### src/rtl/addr_region_checker_region_match.sv
// Combinational window match: full-width compare of the address above BITS.
module region_match #(
  parameter int unsigned           ADDR_WIDTH = 64,
  parameter logic [ADDR_WIDTH-1:0] BASE       = '0,
  parameter int unsigned           BITS       = 8
) (
  input  logic [ADDR_WIDTH-1:0] addr,
  output logic                  hit
);
  assign hit = ((addr >> BITS) == (BASE >> BITS));
endmodule

### config.mk
export PLATFORM = sky130hd
export DESIGN_NAME = region_match
export DESIGN_NICKNAME = d
export VERILOG_FILES = /design/src/rtl/addr_region_checker_region_match.sv
export SDC_FILE = /design/constraint.sdc
export NUM_CORES = 1
export LEC_CHECK = 0
export BUFFER_PORTS_ARGS = -buffer_cell sky130_fd_sc_hd__buf_4
export CAP_MARGIN = 25
export CORE_AREA = 2 2 39 41
export DETAILED_ROUTE_END_ITERATION = 8
export DIE_AREA = 0 0 41 43
export GPL_ROUTABILITY_DRIVEN = 0
export PLACE_DENSITY_LB_ADDON = 0.12
export SYNTH_ARGS = -nofsm -noshare
export SYNTH_HDL_FRONTEND = slang
export SYNTH_SLANG_ARGS = --single-unit
### constraint.sdc
create_clock -name vclk -period 1.05
set_clock_uncertainty 0.2 [all_clocks]
set_input_delay 0.105 -clock vclk [all_inputs]
set_output_delay 0.105 -clock vclk [all_outputs]
set_load 0.005 [all_outputs]
## Word level (Yosys, flattened, before mapping)

Cells that the tools add are included.

- Bits in registers: 0
- Input port bits: 64
- Word-level logic and storage cells: 1

- Reductions and logical operators: 1

Operators by type and width:

| operator | number |
|---|---|
| zero test 64 bit | 1 |

## Depth between registers and ports, before layout

- Word-level depth: 1
- Mapped depth: 3

## Worst setup path before layout

OpenSTA, ideal clock, no wires.

- Path kind: input-to-output
- From: in addr[13]
- To: out hit
- Arrival: 777 ps
- Data required time: 745 ps
- Path slack: -32 ps
- Stages: 3
- Cell sequence: nor4_1 nand4_1 nor4_2

- Longest elaborated chain between the ends: 1

RTL lines:

| what | line | source |
|---|---|---|
| start: declaration | 7 | `input logic [ADDR_WIDTH-1:0] addr,` |
| zero test 64 bit | 10 | `assign hit = ((addr >> BITS) == (BASE >> BITS));` |
| end: declaration | 8 | `output logic hit` |

Every way passes these cells.

## Final worst setup path

- From: in addr[35]
- To: out hit

Same word-level chain as after synthesis.

==> metrics.cfg <==
[run_status]
status=finished, violations left
violations=negative setup slack

[detailed_routing]
drtPass1Iterations=1
num_vias=423
wire_per_inst_um=11.6
totalWireLength_um=1060
drt_iter0_drc=0
ant_nets=0
detail_route.drc_violations=0
via_per_inst=4.60

[pwr]
ir_drop_uv=108
fin_total_pwr_uw=217
power_density_nw_per_um2=308
p_leak_uw=0.000302

[floorplan]
initial_utilization_pct=9.31
row_count=14
die_w_um=41
core_um2=1380
ioPinCount=65
die_h_um=43
die_area_um2=1760

[final_layout]
nClkBuffers=0
seq_cells=0
layout_commonest_cell=buf_4
final_cell_mix=buf_4, nor4_4, nor4_2, buf_6, nor4_1
area_growth_pct=447
antenna_cells=0
drive_gt1_share_pct=89.5
seqCellArea_um2=0
final_cell_area_um2=704
final_nets=142

[hold_path]
hold_class=in -> out

[logic_synthesis]
postSynthCellCount=19
yosysWarnings=0
synth_compound_area_share_pct=0
synth_cell_types=4
synth_top_family_by_area=simple AND/OR/NAND/NOR gates
synthMuxAreaShare_pct=0
synthXorXnorAreaFrac_pct=0
yosysSeqAreaShare_pct=0
netlist.area_leader.share_pct=63.1
synth-simple-area-share_pct=100
yosysTopAreaCell=nor4_1
syn_nets=83
syn_avg_cell_area_um2=6.78
yosys-top-cells-area=nor4_1, nor4_2, nand4_1, nand2_1
netlist_area_um2=129
yosys.area_share.adder_pct=0

[global_routing]
grt_pass1_vias=398
grt_overflow=0
grt_antenna_before_repair=0
grtUsageTotal_pct=10.9
grt_pass1_wl_um=1430
grt_max_degree=2

[sta]
fmax_mhz=757
rsz0062_at_grt=yes
worst_slew_pin_slew_ns=0.229
fin_setup_tns_ns=-0.271
finalHoldViolCount=0
drv_slew=0
fin_ws_ns=-0.271
slew_headroom_pct=84.6
period_needed_ns=1.32
finalCritPeriodShare_pct=126
whs_ns=0.349
setup_viol=1

[worst_setup_path]
crit_fanout=1
critPathLaunch=addr[35]
cp-endpoint=hit
arrival_ns=1.02
cp.required_ns=0.74
end_kind=output pin
start_kind=input pin
critPathKind=in -> out

[place]
placed_area_um2=613
io_buffers=57
place_ws_ns=-0.332

[cts]
post-cts-setup-buffers=0
cts_hold_buf=0

[job]
drv_cap=0

[logic make-up after synthesis]
| logic type | Yosys count |
|---|---|
| AND/OR/NAND/NOR | 19 |
[worst min path at each step]
stage                     startpoint   to  cells after the start
final                       addr[33]  hit                      5
after global routing        addr[33]  hit                      5
after CTS                   addr[33]  hit                      5
after detailed placement    addr[33]  hit                      5
after global placement      addr[32]  hit                      5
after floorplan             addr[33]  hit                      3
[report_power, final]
group	internal, uW	leakage (uW)	switching, uW
Clock	0	0	0
Sequential	0	0	0
Combinational	154	0.000302	62.7
Total	154	0.000302	62.7
[worst max-delay path, cell delays in order]
cell,delay [ns]
buf_4,0.12
nor4_4,0.25
nand4_1,0.13
nor4_2,0.27
buf_4,0.15
[repair_timing]
item	CTS	global route
pin swaps	6	2
endpoints found under the hold margin	0	0
setup endpoints to repair	1	1
gates resized for setup	12	3
[through the flow]
stage	std cells	util (%)
2_1_floorplan	19	-
3_3_place_gp	92	44.3
3_5_place_dp	92	44.3
4_1_cts	92	49.5
5_1_grt	92	50.9
6_report	92	50.9
[area by class of cell]
class	instances	area, um^2
well taps	16	20.0
repair buffers	57	447
multi-input cells	19	238
fillers	128	679
[per-layer routing]
| metal | part of all wire, % | up-vias | track usage, % | routed length, um |
|---|---|---|---|---|
| li1 | - | 207 | - | - |
| met1 | 29 | 175 | 11.7 | 307 |
| met2 | 46 | 41 | 21.3 | 493 |
| met3 | 25 | 0 | 2.09 | 262 |
| met4 | 0 | 0 | 0 | 0 |
| met5 | 0 | - | 0 | 0 |
[synthesized netlist by cell type]
| cell | instances |
|---|---|
| nor4_1 | 13 |
| nand4_1 | 3 |
| nor4_2 | 2 |
| nand2_1 | 1 |
(Power assumes the default switching activity.)
